===== src/rtl/imem_loader.sv =====
// imem_loader: byte-stream writer for the CPU instruction memory.
// Bytes arrive over a valid/ready link and are packed into little-endian
// 32-bit words. Each finished word is written for one cycle, and the CPU is
// held in reset until the word at MAX_INST_ADDR has been written.
module imem_loader #(
  parameter int unsigned IMEM_DEPTH    = 1024,
  parameter logic [31:0] MAX_INST_ADDR = 32'h2c
) (
  input  logic        clk,
  input  logic        rst,
  input  logic        start,
  input  logic [7:0]  in_data,
  input  logic        in_valid,
  output logic        in_ready,
  output logic        imem_we,
  output logic [31:0] imem_addr,
  output logic [31:0] imem_wdata,
  output logic        cpu_rst,
  output logic        busy,
  output logic        done,
  output logic        err
);

  typedef enum logic [1:0] {
    S_IDLE,
    S_RECV,
    S_WRITE,
    S_DONE
  } state_t;

  // The range check is done in 64 bits so a large IMEM_DEPTH cannot overflow it.
  localparam logic [63:0] IMEM_BYTES = 64'(IMEM_DEPTH) * 64'd4;
  localparam bit          ADDR_LEGAL = ({32'd0, MAX_INST_ADDR} < IMEM_BYTES);

  state_t      r_state;
  logic [1:0]  r_idx;
  logic [31:0] r_buf;
  logic [31:0] r_addr;
  logic        r_err;

  // Load sequencing: byte packing, word address stepping and the sticky error flag.
  always_ff @(posedge clk) begin
    if (rst) begin
      r_state <= S_IDLE;
      r_idx   <= '0;
      r_buf   <= '0;
      r_addr  <= '0;
      r_err   <= 1'b0;
    end else begin
      case (r_state)
        S_IDLE: begin
          if (start) begin
            if (ADDR_LEGAL) begin
              r_state <= S_RECV;
              r_addr  <= '0;
              r_idx   <= '0;
            end else begin
              r_err <= 1'b1;
            end
          end
        end
        S_RECV: begin
          if (in_valid) begin
            r_buf[{r_idx, 3'b000} +: 8] <= in_data;
            r_idx                       <= r_idx + 2'd1;
            if (r_idx == 2'd3) begin
              r_state <= S_WRITE;
            end
          end
        end
        S_WRITE: begin
          if (r_addr == MAX_INST_ADDR) begin
            r_state <= S_DONE;
          end else begin
            r_addr  <= r_addr + 32'd4;
            r_idx   <= '0;
            r_state <= S_RECV;
          end
        end
        S_DONE: begin
          if (start) begin
            r_state <= S_RECV;
            r_addr  <= '0;
            r_idx   <= '0;
          end
        end
        default: r_state <= S_IDLE;
      endcase
    end
  end

  // Handshake and status outputs are decoded from the registered state only,
  // so in_ready never depends combinationally on in_valid.
  always_comb begin
    in_ready   = (r_state == S_RECV);
    imem_we    = (r_state == S_WRITE);
    busy       = (r_state == S_RECV) || (r_state == S_WRITE);
    done       = (r_state == S_DONE);
    cpu_rst    = (r_state != S_DONE);
    imem_addr  = r_addr;
    imem_wdata = r_buf;
    err        = r_err;
  end

endmodule


===== config.mk =====
export PLATFORM = sky130hd
export DESIGN_NAME = imem_loader
export DESIGN_NICKNAME = d
export VERILOG_FILES = /design/src/rtl/imem_loader.sv
export SDC_FILE = /design/constraint.sdc
export NUM_CORES = 1
export LEC_CHECK = 0
export CAP_MARGIN = 20
export CORE_ASPECT_RATIO = 0.6
export CORE_MARGIN = 4
export CORE_UTILIZATION = 53
export CTS_CLUSTER_DIAMETER = 40
export DETAILED_ROUTE_END_ITERATION = 8
export PLACE_DENSITY_LB_ADDON = 0.08
export REMOVE_ABC_BUFFERS = 1
export SETUP_SLACK_MARGIN = 0.4
export SLEW_MARGIN = 10
export SYNTH_ARGS = -nofsm -noshare
export SYNTH_HDL_FRONTEND = slang
export SYNTH_SLANG_ARGS = --single-unit

===== constraint.sdc =====
create_clock -name clk -period 3.7 [get_ports clk]
set_clock_uncertainty 0.1 [all_clocks]
set_input_delay 0.74 -clock clk [delete_from_list [all_inputs] [get_ports clk]]
set_output_delay 0.74 -clock clk [all_outputs]
set_load 0.01 [all_outputs]

-- After elaboration in Yosys (flattened, before gate mapping)
Cells that the tools add are included.
- add/sub/neg operators: 3
- equal/unequal tests: 10
- shift-type cells: 2
- muxes and demuxes: 13
- reductions and logical operators: 8
- operators by type and width (operator ; count):
    32-bit 2-to-1 mux ; 2
    32-bit case mux with 2 select lines ; 1
    32-bit by 3-bit adder with 32-bit output (second input constant) ; 1
    32-bit bitwise mux ; 1
    32-bit by 6-bit equality test with 1-bit output (second input constant) ; 1
    8-bit by 7-bit variable shift with 32-bit output (first input constant) ; 1
    8-bit by 7-bit indexed part select with 32-bit output ; 1
    2-bit 2-to-1 mux ; 7
    2-bit case mux with 3 select lines ; 2
    3-bit AND reduction ; 3
    5-bit negator with 7-bit output ; 1
    2-bit equality test (second input constant) ; 3
    2-bit inequality test (second input constant) ; 3
    2-bit by 1-bit inequality test with 1-bit output (second input constant) ; 2
    2-bit by 1-bit adder with 2-bit output (second input constant) ; 1
    2-bit by 1-bit equality test with 1-bit output (second input constant) ; 1
    2-bit logical NOT ; 1
    2-bit AND reduction ; 1
    2-bit nonzero test ; 1
    2-bit OR reduction ; 1
    1-bit logical OR ; 1
- flip-flop bits (word level): 68
- input bits: 12
- output and inout bits: 70
- logic and storage cells: 40

-- Depth between registers and ports, before layout
- depth after elaboration: 4
- depth in mapped cells: 8
- mapped depth without buffers: 7

-- Worst setup path after synthesis
Ideal clock, no wire load.
- path kind: in2reg
- from: input port in_valid
- to: register r_buf[24] (netlist: imem_wdata[24])
- setup time: 0.068 ns
- arrival: 1.907 ns
- data required time: 3.532 ns
- setup slack: 1.625 ns
- stages: 5
- path buffers: 1
- path through: buf_2 -> nand3_2 -> nor4_1 -> a22oi_1 -> nor2_1
- word-level cells in the longest chain between the ends: 1
- RTL lines (element ; line ; text):
    start, declared ; 13 ; input logic in_valid,
    2-bit AND reduction (no line) ; - ;
    end signal, assigned by index ; 64 ; r_buf[{r_idx, 3'b000} +: 8] <= in_data;
    end, declared ; 37 ; logic [31:0] r_buf;
No other way between the ends.
A chain may end at the register's enable or synchronous reset.

-- Final worst setup path
- from: register r_state[0]
- to: output port busy
- word-level cells in the longest chain between the ends: 2
- elaborated cells on any way between the ends: 3
- classes of those cells: 2 x eq/ne; 1 x reduce/logical
- RTL lines (element ; line ; text):
    start, declared ; 35 ; state_t r_state;
    start signal, assigned ; 44 ; r_state <= S_IDLE;
    start signal, assigned ; 54 ; r_state <= S_RECV;
    start signal, assigned ; 67 ; r_state <= S_WRITE;
    2-bit by 1-bit equality test with 1-bit output / 2-bit equality test (equally long branches) ; 97 ; busy = (r_state == S_RECV) || (r_state == S_WRITE);
    1-bit logical OR * ; 97 ;
    end, declared ; 19 ; output logic busy,
Every way passes the cells marked *; elsewhere a longest branch is shown, timed or not.

==> flow_metrics.tcl <==
set metrics [dict create \
    postRouteAntennaNets 0 \
    synth_cells 383 \
    fp-row-count 22 \
    fraction_of_final_layout_cells_with_drive_strength_greater_than_1_pct 9.23 \
    tightest_slew_ns 0.855 \
    synth.top_cell.area_share_pct 39.6 \
    synth_mux_area_share_pct 0.637 \
    vias_per_cell 6.23 \
    synth_simple_gate_area_share_pct 23.6 \
    dieWidth_um 110 \
    setup.worst_path.start "r_state[0]$_SDFFE_PP0P_" \
    synth_fa_ha_area_share_pct 4.49 \
    cts.reportedPaths.clkPinSlew_ns 0.07 \
    power.share.sequential_pct 37.3 \
    p_comb_share_pct 29.1 \
    power.internal_mw 1.38 \
    final_non_filler_cell_total 539 \
    yosys_warnings 0 \
    leading_area_contributor_after_synthesis "dfxtp_1" \
    vias_in_the_first_global_route 2994 \
    clk_latency_ns 0.35 \
    power_mw 2.08 \
    power_frac_clock_pct 33.6 \
    globalRouteOverflowTotal 0 \
    holdCritPathClass "register to register" \
    detailedRoute.firstPassIterationCount 5 \
    timing.max_slew.rel_slack_pct 42.9 \
    grt_setup_unrepaired "false" \
    layout_min_cycle_time_ns 2.86 \
    post_synthesis_compound_gate_area_fraction_pct 25.1 \
    drt_iter0_drc 329 \
    number_of_max_slew_violations_in_the_final_report 0 \
    ys_types 56 \
    core_area_um2 6110 \
    grt_first_pass_wirelength_um 15600 \
    sum_of_net_half_perimeters_after_detailed_placement_um 6850 \
    place_ws_ns 0.743 \
    crit_type "register to output pin" \
    clock-sinks 66 \
    status "finished clean" \
    post_cts.repair.setup_buffers 0 \
    netSwitchingPower_uw 694 \
    die_h_um 69.5 \
    totalWireLength_um 9680 \
    grt_util_all_layers_pct 24.8 \
    ctsRootBufferMaster "clkbuf_8" \
    max_cap_viol_count 0 \
    ys_seq_area_share_pct 39.6 \
    worstSetupEndpoint "busy" \
    die_area_um2 7680 \
    worst-path-max-fanout 23 \
    maxClockFrequency_ghz 0.350 \
    async_flop_share_pct 0 \
    dp.cells 523 \
    yosys-top-cells-area "dfxtp_1, a22oi_1, nor2_1, ha_1, nand4_1" \
    cts_inserted_buffers 9 \
    finalHoldViolCount 0 \
    r2r-start "imem_addr[3]$_SDFFE_PP0P_" \
    setup-violations-final 0 \
    n_antenna_cell 0 \
    ctsHoldBuffers 0 \
    drc_errors 0 \
    initial_utilization_pct 54.7 \
    ys_ff_latch 66 \
    worstRegToRegCells 6 \
    start_kind "register" \
    antenna_found_initial 0 \
    p_per_area_nw_per_um2 480 \
    pin_count 82 \
    largest_family_of_logic_cells_by_synthesized_area "compound AO/OA/AOI/OAI gates" \
    detail_route.wl_per_cell_um 18.0 \
    buffer_ports.inserted 78 \
    finalNetCount 474 \
    cp_data_arrival_time_ns 2.02 \
    cts_resized 0 \
    post-route-worst-setup-slack_ns 0.843 \
    gpl.final_weighted_congestion 0.921 \
    synthFlopType "dfxtp_1" \
    vdd.ir_drop.worst_mv 0.234 \
    synth_enable_flop_cells 0 \
    routed-via-count 3358 \
    cp_data_required_time_ns 2.86 \
    h-tree-depth 3 \
    reg2reg_slack_ns 0.96 \
    switching_share_pct 33.4 \
    reg2reg_to "imem_addr[22]$_SDFFE_PP0P_" \
    period_share_pct 77.2 \
    cts-root-to-sink-buffers 2 \
    critical_path.endpoint_type "output pin" \
    static-leakage-power_nw 1.41 \
    avgSynthCellArea_um2 8.72 \
    yosys.area_share.xor_xnor_pct 0 \
    tritoncts "done" \
    pin_count_of_the_biggest_net_entering_global_routing 27 \
    area_delta_synth_final_pct 29.6 \
    synthesis.area_um2 3340 \
    tns_ns 0 \
]
-- stage by stage --
| step | instance area (um^2) | hold WS (ns) | utilization [%] |
|---|---|---|---|
| after floorplan | 3170 | 0.402 | - |
| after global placement | 4100 | 0.393 | 67.1 |
| after detailed placement | 4100 | 0.397 | 67.1 |
| after CTS | 4330 | 0.411 | 70.8 |
| after global routing | 4330 | 0.433 | 70.8 |
| final | 4330 | 0.413 | 70.8 |
-- placed cells by master, fill, tap and decap left out, types with 11 or more instances in the layout --
cell type / netlist / routed
nand2_1: 22 / 22
o31ai_1: 11 / 11
nand3_1: 12 / 12
nor2_1: 55 / 55
clkdlybuf4s50_1: 0 / 78
a21oi_1: 15 / 15
clkbuf_8: 0 / 11
a22oi_1: 32 / 32
nand4_1: 16 / 16
dfxtp_1: 66 / 66
ha_1: 12 / 12
-- worst min-delay path by stage --
stage | startpoint | endpoint | slack (ns) | depth (start not counted)
floorplan | imem_addr[26]$_SDFFE_PP0P_ | imem_addr[26]$_SDFFE_PP0P_ | 0.40 | 1
global placement | imem_wdata[24]$_SDFFE_PP0P_ | imem_wdata[24]$_SDFFE_PP0P_ | 0.39 | 2
detailed placement | imem_addr[26]$_SDFFE_PP0P_ | imem_addr[26]$_SDFFE_PP0P_ | 0.40 | 1
finish | imem_addr[26]$_SDFFE_PP0P_ | imem_addr[26]$_SDFFE_PP0P_ | 0.41 | 1
CTS | imem_addr[26]$_SDFFE_PP0P_ | imem_addr[26]$_SDFFE_PP0P_ | 0.41 | 1
global route | imem_addr[26]$_SDFFE_PP0P_ | imem_addr[26]$_SDFFE_PP0P_ | 0.43 | 1
-- layer usage --
metal | wire [um] | vias up | share of wire [%] | track usage [%]
li1 | - | 1568 | - | -
met5 | 0 | - | 0 | 0
met3 | 1000 | 8 | 10 | 9.42
met2 | 3910 | 175 | 40 | 32.9
met1 | 4710 | 1607 | 49 | 37.9
met4 | 58 | 0 | 0.60 | 4.37
-- cell families (layout without fill, tap and decap cells) --
| family | after synthesis | count (layout) |
|---|---|---|
| AO/OA/AOI/OAI | 116 | 116 |
| multiplexers | 2 | 2 |
| buffers and inverters | 40 | 110 |
| other | 1 | 3 |
| flip-flops | 66 | 66 |
| AND/OR/NAND/NOR | 146 | 146 |
| adder cells (fa/ha/maj) | 12 | 12 |
-- final cells by class --
cell class,count,area (um^2)
Sequential cell,66,1320
Timing Repair Buffer,84,826
Clock inverter,4,73.8
Clock buffer,12,155
Multi-Input combinational cell,279,1810
Fill cell,496,1780
Tap cell,84,105
Inverter,10,37.5
-- flip-flops by register name (all words and copies together), names as in the netlist --
register / count
r_idx: 2
r_state: 2
imem_wdata: 32
imem_addr: 30
-- synth_stat cells, types with 8 or more instances --
master     n
nand4_1   16
nor4_1     8
o31ai_1   11
nand2_1   22
inv_1     10
ha_1      12
o211ai_1   9
nor2_1    55
nand3_1   12
a22oi_1   32
buf_2     14
dfxtp_1   66
a21oi_1   15
-- worst max-delay path: stages (launching register included) --
cell             delay [ns]
dfxtp_1                0.41
inv_1                  0.06
ha_1                   0.28
buf_4                  0.21
inv_1                  0.14
clkdlybuf4s50_1        0.55
-- power groups by stage --
stage | combinational [mW] | clock [mW] | sequential (mW)
finish | 0.604 | 0.698 | 0.774
global route | 0.660 | 0.733 | 0.780
CTS | 0.595 | 0.704 | 0.774
detailed placement | 0.590 | 0 | 0.790
global placement | 0.574 | 0 | 0.790
floorplan | 0.367 | 0 | 0.788
Note: power is estimated with default switching activity, not from simulation.
